<file path="config.mk">
export PLATFORM = sky130hd
export DESIGN_NAME = cunit_pipe
export DESIGN_NICKNAME = d
export VERILOG_FILES = /design/src/rtl/cunit_pipe.sv
export SDC_FILE = /design/constraint.sdc
export NUM_CORES = 1
export LEC_CHECK = 0
export CAP_MARGIN = 20
export CORE_MARGIN = 1
export CORE_UTILIZATION = 48
export DETAILED_ROUTE_END_ITERATION = 6
export GPL_TIMING_DRIVEN = 0
export PLACE_DENSITY = 0.77
export SLEW_MARGIN = 25
export SYNTH_ARGS = -nofsm -noshare
export SYNTH_HDL_FRONTEND = slang
export SYNTH_SLANG_ARGS = --single-unit
</file>
<file path="constraint.sdc">
create_clock -name clk -period 2.7 [get_ports clk]
set_clock_uncertainty 0.15 [all_clocks]
set_input_delay 0.27 -clock clk [delete_from_list [all_inputs] [get_ports clk]]
set_output_delay 0.27 -clock clk [all_outputs]
set_load 0.03 [all_outputs]
</file>
<file path="src/rtl/cunit_pipe.sv">
// cunit_pipe: RV32I(+M) control unit for a 5-stage pipeline.
// It decodes the ID-stage instruction and carries the control word through the ID/EX, EX/MEM and MEM/WB registers.
// Latency: EX fields are valid 1 cycle after ID, MEM fields after 2, WB fields after 3.
// Backpressure: stall_if_id holds PC and IF/ID on a load-use hazard or while a multi-cycle divide occupies EX.
// Ports: clk/rst; ID instruction fields OpCode/Funct3/Funct7/Rs1/Rs2/Rd; flush from the EX branch unit;
//        id_* combinational decode; stall_if_id/ex_busy hazard status; ex_*/mem_*/wb_* registered stage controls.
module cunit_pipe #(
  parameter int MEXT    = 1,
  parameter int DIV_LAT = 8
) (
  input  logic       clk,
  input  logic       rst,
  input  logic [6:0] OpCode,
  input  logic [2:0] Funct3,
  input  logic [6:0] Funct7,
  input  logic [4:0] Rs1,
  input  logic [4:0] Rs2,
  input  logic [4:0] Rd,
  input  logic       flush,
  output logic [2:0] id_ImmSrc,
  output logic       id_illegal,
  output logic       stall_if_id,
  output logic       ex_busy,
  output logic       ex_ALUASrc,
  output logic       ex_ALUBSrc,
  output logic [4:0] ex_ALUOp,
  output logic [4:0] ex_BUOp,
  output logic [4:0] ex_Rd,
  output logic       mem_DMWr,
  output logic       mem_DMrd,
  output logic [2:0] mem_DMCtrl,
  output logic [4:0] mem_Rd,
  output logic [1:0] wb_RUDatawrSrc,
  output logic       wb_RuWr,
  output logic [4:0] wb_Rd
);

  localparam logic [6:0] OP_R      = 7'b0110011;
  localparam logic [6:0] OP_I      = 7'b0010011;
  localparam logic [6:0] OP_LOAD   = 7'b0000011;
  localparam logic [6:0] OP_STORE  = 7'b0100011;
  localparam logic [6:0] OP_BRANCH = 7'b1100011;
  localparam logic [6:0] OP_JAL    = 7'b1101111;
  localparam logic [6:0] OP_JALR   = 7'b1100111;
  localparam logic [6:0] OP_LUI    = 7'b0110111;
  localparam logic [6:0] OP_AUIPC  = 7'b0010111;
  localparam logic [6:0] F7_MEXT   = 7'b0000001;

  localparam bit         HAS_M    = (MEXT != 0);
  localparam logic [5:0] DIV_INIT = 6'(DIV_LAT - 1);

  // Each stage register keeps only the fields that later stages still need.
  typedef struct packed {
    logic       asrc;
    logic       bsrc;
    logic [4:0] aluop;
    logic [4:0] buop;
    logic       dmwr;
    logic       dmrd;
    logic [2:0] dmctrl;
    logic [1:0] wrsrc;
    logic       ruwr;
    logic [4:0] rd;
  } ex_t;

  typedef struct packed {
    logic       dmwr;
    logic       dmrd;
    logic [2:0] dmctrl;
    logic [1:0] wrsrc;
    logic       ruwr;
    logic [4:0] rd;
  } mem_t;

  typedef struct packed {
    logic [1:0] wrsrc;
    logic       ruwr;
    logic [4:0] rd;
  } wb_t;

  ex_t        dec;
  logic [2:0] imm_src;
  logic       use_rs1, use_rs2, is_div, illegal;

  ex_t        ex_q;
  mem_t       mem_q;
  wb_t        wb_q;
  logic [5:0] div_cnt;
  logic       pending_flush;

  logic       kill, load_use;

  // ---------------- ID decode ----------------
  always_comb begin
    dec     = '0;
    imm_src = 3'b000;
    use_rs1 = 1'b0;
    use_rs2 = 1'b0;
    is_div  = 1'b0;
    illegal = 1'b0;
    case (OpCode)
      OP_R: begin
        if (Funct7 == F7_MEXT && !HAS_M) begin
          illegal = 1'b1;
        end else begin
          dec.ruwr = 1'b1;
          use_rs1  = 1'b1;
          use_rs2  = 1'b1;
          if (Funct7 == F7_MEXT) begin
            dec.aluop = {2'b10, Funct3};
            is_div    = Funct3[2];        // div/divu/rem/remu
          end else begin
            dec.aluop = {1'b0, Funct7[5], Funct3};
          end
        end
      end
      OP_I: begin
        dec.bsrc  = 1'b1;
        dec.ruwr  = 1'b1;
        use_rs1   = 1'b1;
        // Only srai uses Funct7[5]; for other I ops those bits are immediate.
        dec.aluop = {1'b0, (Funct3 == 3'b101) ? Funct7[5] : 1'b0, Funct3};
      end
      OP_LOAD: begin
        dec.bsrc   = 1'b1;
        dec.dmctrl = Funct3;
        dec.wrsrc  = 2'b01;
        dec.ruwr   = 1'b1;
        dec.dmrd   = 1'b1;
        use_rs1    = 1'b1;
      end
      OP_STORE: begin
        imm_src    = 3'b001;
        dec.bsrc   = 1'b1;
        dec.dmwr   = 1'b1;
        dec.dmctrl = Funct3;
        use_rs1    = 1'b1;
        use_rs2    = 1'b1;
      end
      OP_BRANCH: begin
        imm_src  = 3'b101;
        dec.asrc = 1'b1;
        dec.bsrc = 1'b1;
        dec.buop = {2'b01, Funct3};
        use_rs1  = 1'b1;
        use_rs2  = 1'b1;
      end
      OP_JAL: begin
        imm_src   = 3'b110;
        dec.asrc  = 1'b1;
        dec.bsrc  = 1'b1;
        dec.wrsrc = 2'b10;
        dec.ruwr  = 1'b1;
        dec.buop  = 5'b10000;
      end
      OP_JALR: begin
        dec.bsrc  = 1'b1;
        dec.wrsrc = 2'b10;
        dec.ruwr  = 1'b1;
        dec.buop  = 5'b10000;
        use_rs1   = 1'b1;
      end
      OP_LUI: begin
        imm_src   = 3'b011;
        dec.asrc  = 1'b1;
        dec.bsrc  = 1'b1;
        dec.aluop = 5'b01111;             // ALU passes operand B
        dec.ruwr  = 1'b1;
      end
      OP_AUIPC: begin
        imm_src  = 3'b011;
        dec.asrc = 1'b1;
        dec.bsrc = 1'b1;
        dec.ruwr = 1'b1;
      end
      default: illegal = 1'b1;
    endcase
    // An illegal instruction becomes a full bubble, destination included.
    dec.rd = illegal ? 5'd0 : Rd;
  end

  // ---------------- hazards ----------------
  assign ex_busy  = (div_cnt != 6'd0);
  assign kill     = flush | pending_flush;
  assign load_use = ex_q.dmrd && (ex_q.rd != 5'd0) &&
                    ((use_rs1 && (Rs1 == ex_q.rd)) || (use_rs2 && (Rs2 == ex_q.rd)));
  // A flush discards the ID instruction anyway, so it overrides the load-use stall.
  assign stall_if_id = ex_busy | (load_use & ~kill);

  // ---------------- pipeline registers ----------------
  always_ff @(posedge clk or posedge rst) begin
    if (rst) begin
      ex_q          <= '0;
      mem_q         <= '0;
      wb_q          <= '0;
      div_cnt       <= 6'd0;
      pending_flush <= 1'b0;
    end else begin
      wb_q <= '{wrsrc: mem_q.wrsrc, ruwr: mem_q.ruwr, rd: mem_q.rd};
      if (ex_busy) begin
        // Divider holds EX; MEM sees bubbles, and a flush is remembered.
        mem_q   <= '0;
        div_cnt <= div_cnt - 6'd1;
        if (flush) pending_flush <= 1'b1;
      end else begin
        mem_q <= '{dmwr: ex_q.dmwr, dmrd: ex_q.dmrd, dmctrl: ex_q.dmctrl,
                   wrsrc: ex_q.wrsrc, ruwr: ex_q.ruwr, rd: ex_q.rd};
        pending_flush <= 1'b0;
        if (kill || load_use) begin
          ex_q <= '0;
        end else begin
          ex_q <= dec;
          // DIV_INIT is 0 for a single-cycle divider, so it never goes busy.
          if (is_div) div_cnt <= DIV_INIT;
        end
      end
    end
  end

  // ---------------- outputs ----------------
  assign id_ImmSrc      = imm_src;
  assign id_illegal     = illegal;
  assign ex_ALUASrc     = ex_q.asrc;
  assign ex_ALUBSrc     = ex_q.bsrc;
  assign ex_ALUOp       = ex_q.aluop;
  assign ex_BUOp        = ex_q.buop;
  assign ex_Rd          = ex_q.rd;
  assign mem_DMWr       = mem_q.dmwr;
  assign mem_DMrd       = mem_q.dmrd;
  assign mem_DMCtrl     = mem_q.dmctrl;
  assign mem_Rd         = mem_q.rd;
  assign wb_RUDatawrSrc = wb_q.wrsrc;
  assign wb_RuWr        = wb_q.ruwr;
  assign wb_Rd          = wb_q.rd;

endmodule

</file>
==> reports/metrics.csv, run 1 <==
metric;value;unit
status;complete, no violations;
fmax;0.375;GHz
Seq cells post-synth;51;
Design Area, Final;0.00366;mm²
LEAKAGE;1.67;nW
Placer Congestion;0.888;
Mapped Area;0.00267;mm²
Layout Nets;384;
post-synthesis cell type count;46;
DRC;0;
worst reg2reg endpoint;ex_q[9];
CP max-delay cell;clkdlybuf4s50_1;
largest net degree at the start of global routing;52;
P_sw;0.000686;W
Post-CTS Hold Buffers;0;
cell family with most CP delay;buffers and inverters;
most heavily used metal layer in global routing;met2;
Final HPWL DP;4600;µm
commonest register cell after synthesis;dfrtp_1;
P&R area growth vs syn;37.4;%
Tmin final;2.67;ns
site row count;26;
Initial DRC Count;115;
Comb pwr share;30.1;%
wirelength, routed;6360;µm
Worst EP arrival;2.25;ns
Die ar.;0.00586;mm²
critical path type;in2out;
Starting Density;50.9;%
VDD IR max;0.000216;V
EDFF count, synth;0;
Hold Fails Final Rpt;0;
number of global-route vias before repair;2237;
CP Cell Sequence;clkdlybuf4s50_1, nand2_2, o32a_1, nor4_2, o21ai_0, nand2_1, clkdlybuf4s15_2;
Hold Path Class;in2reg;
Worst R2R Start;div_cnt[1];
Syn Inst Count;267;
Core Area;0.00524;mm²
share of cells above drive strength 1;20.3;%
GR Util All Layers;23.4;%
Yosys top cell area share;47.9;%
Max Fanout on Critical Path;7;
Worst R2R Path Depth;8;
RSZ-0062 raised after global routing;yes;
pwr dens;560;mW/mm²
Sw Ratio;33.4;%
max_slew headroom;59.0;%
first-pass GRT wire length;10700;µm
Flop pwr share;43.7;%
Seq/Total Area, Yosys;47.9;%
DP Area;0.00350;mm²
Max Slew Vio Count;0;
Hold EP;ex_ALUOp[4];
Buf/Inv on CP;2;
Least-Margin Pin Slew;0.613;ns
Clk pwr share;26.3;%
antenna cell count;0;
final period utilization;98.9;%
clock-pin transition on the worst setup and hold timing paths;0.09;ns
Req. time, crit path;2.28;ns
Pwr Total;0.00205;W
CTS H-Tree Depth;2;
DIE HEIGHT;76.5;µm
Worst Hold Launch;OpCode[3];
Vias/cell;5.36;
met3 usage in global routing;3.47;%
GRT overflow;0;
WL/cell;15.2;µm
final setup violation count;0;
top post-synthesis cells by area;dfrtp_1 48%, buf_4 6.8%, nand2_1 4.9%;
Num CTS Buffers;5;
clk_lat worst skew;0.31;ns
CTS Sinks;51;
hold path depth;4;
Max-cap violations;0;
Die Wd;76.5;µm
CTS tree;done;
Mapped Avg Cell Area;9.99;µm²
I/O Buffers;74;
synthesized net count;303;
leading area contributor after synthesis;dfrtp_1;
drt pass-1 iters;4;
critical path's largest stage delay;0.60;ns
Ys Warns;0;
met2 Usage GRT;38.6;%
startpoint types;input pin;
asr flop ratio synth;100;%
initial antenna violation count;0;
Internal;0.00137;W
ANT nets after route;0;
GR Util met1;30.6;%
via count;2246;
reg2reg setup slack;0.29;ns
clk root buf;clkbuf_8;
clk buf depth;2;
I/O pins;76;
Setup crit end kind;primary output;
-- synthesized netlist by cell type (2+ instances only) --
cell      instances
dfrtp_1          51
nand2_1          35
buf_4            24
and3_1           12
nand3_1          12
xnor2_1          12
nor2_1           11
o21ai_0          11
inv_1            10
nor3_1           10
o21ai_2          10
clkbuf_1          9
a21oi_1           7
o31ai_1           7
nand4_1           4
o41ai_2           4
nor4_1            3
a211o_1           2
a41o_1            2
nand3b_1          2
or4_1             2
or4_4             2
xor2_1            2
-- power by group through the flow --
stage,clock [W],combinational [W],sequential (W)
floorplan,0,0.000405,0.000901
global placement,0,0.000584,0.000907
detailed placement,0,0.000600,0.000910
CTS,0.000544,0.000614,0.000895
global route,0.000583,0.000682,0.000908
finish,0.000539,0.000617,0.000896
-- repair_timing --
action,in CTS,in global routing
buffers inserted,1,0
resized for setup,20,6
setup endpoints to repair,5,4
-- worst max-delay path by stage --
stage                           from      endpoint  slack [ns]  cells past startpoint
after floorplan           div_cnt[1]      ex_q[10]        0.34                     10
after global placement    div_cnt[1]       ex_busy       -0.55                      9
after detailed placement  div_cnt[1]       ex_busy       -0.57                      9
after CTS                  OpCode[4]  id_ImmSrc[1]       0.005                      6
after global routing        ex_Rd[2]   stall_if_id       -0.13                      6
final                      OpCode[1]   stall_if_id        0.03                      7
-- stage by stage --
step                cells  hold slack, ns  worst slack, ns  utilization (%)  TNS (ns)
floorplan             267           0.181            0.339                -         0
CTS                   419           0.175          0.00467             69.8         0
detailed placement    411           0.187           -0.571             66.8     -1.70
global route          419           0.196           -0.127             69.9    -0.127
finish                419           0.178           0.0309             69.9         0
global placement      411           0.184           -0.547             66.7     -1.59
-- state kept, by name, indices dropped and copies added, names as in the netlist --
register,cells
wb_RUDatawrSrc,2
div_cnt,6
pending_flush,1
mem_DMrd,1
wb_Rd,5
ex_q,7
ex_ALUOp,5
wb_RuWr,1
mem_Rd,5
mem_DMCtrl,3
ex_ALUASrc,1
ex_BUOp,5
ex_ALUBSrc,1
mem_DMWr,1
mem_q,2
ex_Rd,5
-- cell usage in the layout, fill, tap and decap left out, types with 11 or more instances in the layout --
cell type | Yosys | final
dfrtp_1 | 51 | 51
xnor2_1 | 12 | 12
o21ai_2 | 10 | 11
nand3_1 | 12 | 12
nor2_1 | 11 | 11
nand2_1 | 35 | 34
buf_4 | 24 | 25
clkdlybuf4s50_1 | 0 | 69
and3_1 | 12 | 12
o21ai_0 | 11 | 11
-- kinds of logic after synthesis --
family	synth area share, %
AOI/OAI and AO/OA	14.6
xor gates and xnor gates	4.60
adders and majority gates	0.469
buffers and inverters	10.9
DFF	47.9
and+or+nand+nor	21.5
-- worst register-to-register path: cells and delay by family, from the launching register on --
kind,cells,cell delay [ns]
flops,1,0.43
simple gates,3,0.92
fa+ha+maj,1,0.21
buf+inv,3,0.36
compound gates,1,0.24
-- layout make-up --
class | count | area (µm²)
clock buffers | 5 | 68.8
multi-input cells | 169 | 1140
clock inverters | 3 | 43.8
fillers | 407 | 1580
repair buffers | 75 | 748
flip-flops and latches | 51 | 1280
well taps | 70 | 87.6
inverters | 11 | 43.8
plain buffers | 35 | 258
-- per-layer routing --
metal	wire, µm	part of all wire, %	vias to the layer above
met2	3200	50	94
met4	66	1.0	0
li1	-	-	1073
met3	386	6.1	4
met1	2710	43	1075
met5	0	0	-
Power figures use the tool's default switching activity.
==> run 2: changes to the inputs <==
CORE_UTILIZATION = 33   (was 48)
PLACE_DENSITY = 0.56   (was 0.77)
==> reports/metrics.csv, run 2 (same netlist as run 1, synthesis figures left out) <==
metric;value;unit
CP max-delay cell;clkdlybuf4s50_1;
Req. time, crit path;2.28;ns
Biggest register;ex_q;
Least-Margin Pin Slew;0.640;ns
Worst EP arrival;2.22;ns
commonest non-fill, non-tap cell in the layout;clkdlybuf4s50_1;
Final HPWL DP;5090;µm
Core Area;0.00777;mm²
Tmin final;2.64;ns
VDD IR max;0.000214;V
via count;2228;
largest net degree at the start of global routing;52;
CP Cell Sequence;clkdlybuf4s50_1, clkbuf_4, inv_1, a211o_1, a21oi_2, inv_1, dlygate4sd2_1;
commonest cells after routing, fill and taps aside;69 x clkdlybuf4s50_1, 49 x dfrtp_1, 34 x nand2_1;
clock-pin transition on the worst setup and hold timing paths;0.09;ns
GRT overflow;0;
RSZ-0062 raised after global routing;yes;
Most common cell on crit path;inv_1;
I/O pins;76;
Setup WS post-layout;0.0624;ns
LEAKAGE;1.66;nW
Final Non-Filler Cells;451;
Die ar.;0.00844;mm²
Placer Congestion;0.843;
final period utilization;97.7;%
wirelength, routed;6820;µm
CTS H-Tree Depth;2;
clk buf depth;2;
first-pass GRT wire length;11100;µm
CTS Sinks;51;
worst hold slack;0.178;ns
Die Wd;91.9;µm
startpoint types;input pin;
fmax;0.379;GHz
P&R area growth vs syn;38.9;%
GR Util All Layers;16.9;%
WL/cell;15.1;µm
pre-CTS worst setup slack;-0.620;ns
critical path type;in2out;
Hold Path Class;in2reg;
ANT nets after route;0;
Max Fanout on Critical Path;10;
Placed Instances;443;
critical path's largest stage delay;0.55;ns
Layout Nets;384;
Top Registers;ex_q: 7 flops, div_cnt: 6 flops;
drt pass-1 iters;4;
Max Slew Vio Count;0;
Vias/cell;4.94;
clk_lat worst skew;0.31;ns
max FFs per register;7;
Initial DRC Count;98;
max_slew headroom;57.2;%
DRC;0;
final setup violation count;0;
setup TNS;0;ns
Num CTS Buffers;5;
Max-cap violations;0;
share of cells above drive strength 1;20.9;%
status;complete, no violations;
Setup crit end kind;primary output;
Hold Fails Final Rpt;0;
site row count;32;
number of global-route vias before repair;2192;
I/O Buffers;74;
clk root buf;clkbuf_8;
Post-CTS Hold Buffers;0;
antenna cell count;0;
DIE HEIGHT;91.9;µm
pwr dens;560;mW/mm²
CTS tree;done;
initial antenna violation count;0;
Starting Density;34.3;%
==> run 2: final timing paths <==
check	slack, ns	from	end	cells past startpoint
setup reg to reg	0.28	div_cnt[1]	ex_q[8]	8
hold / removal	0.18	OpCode[3]	ex_ALUOp[4]	4
max in group asynchronous	1.69	rst	ex_Rd[2]	2
min in group asynchronous	0.26	rst	mem_q[5]	2
setup / recovery	0.06	OpCode[4]	id_illegal	7
hold reg to reg	0.21	mem_q[7]	wb_RUDatawrSrc[1]	0
==> run 2: final cells by class <==
cell class	count	area, µm²
fillers	759	4060
flip-flops and latches	51	1280
multi-input cells	169	1130
repair buffers	75	744
plain buffers	35	264
well taps	102	128
clock buffers	6	82.6
inverters	11	46.3
clock inverters	2	35.0
==> run 2: timing repair <==
item                       in CTS  in global routing
resized for setup              21                  9
pin swaps                       0                  1
setup endpoints to repair       6                  4
buffers inserted                1                  0
==> run 2: worst max-delay path, delay by kind of cell <==
family                 cells  cell delay, ns
buffers and inverters      5            1.36
AOI/OAI and AO/OA          2            0.59
==> run 2: metrics by stage <==
step | instance area (µm²) | total power [W] | util, %
after floorplan | 2670 | 0.00131 | -
after global placement | 3530 | 0.00151 | 45.5
after detailed placement | 3540 | 0.00152 | 45.5
after CTS | 3690 | 0.00209 | 47.6
after global routing | 3700 | 0.00218 | 47.7
final | 3700 | 0.00207 | 47.7
==> run 2: layer usage <==
layer / up-vias / share of wire (%) / global-route usage, %
met4: 0 / 1.2 / 5.86
li1: 1078 / - / -
met2: 67 / 46 / 26.2
met3: 6 / 4.7 / 2.99
met1: 1077 / 48 / 23.8
met5: - / 0 / 0
==> run 2: power breakdown <==
part	total, W	leakage (nW)	internal (W)	switching (W)
Clock	0.000557	0.0612	0.000300	0.000256
Combinational	0.000621	0.901	0.000259	0.000362
Sequential	0.000895	0.694	0.000830	0.0000650
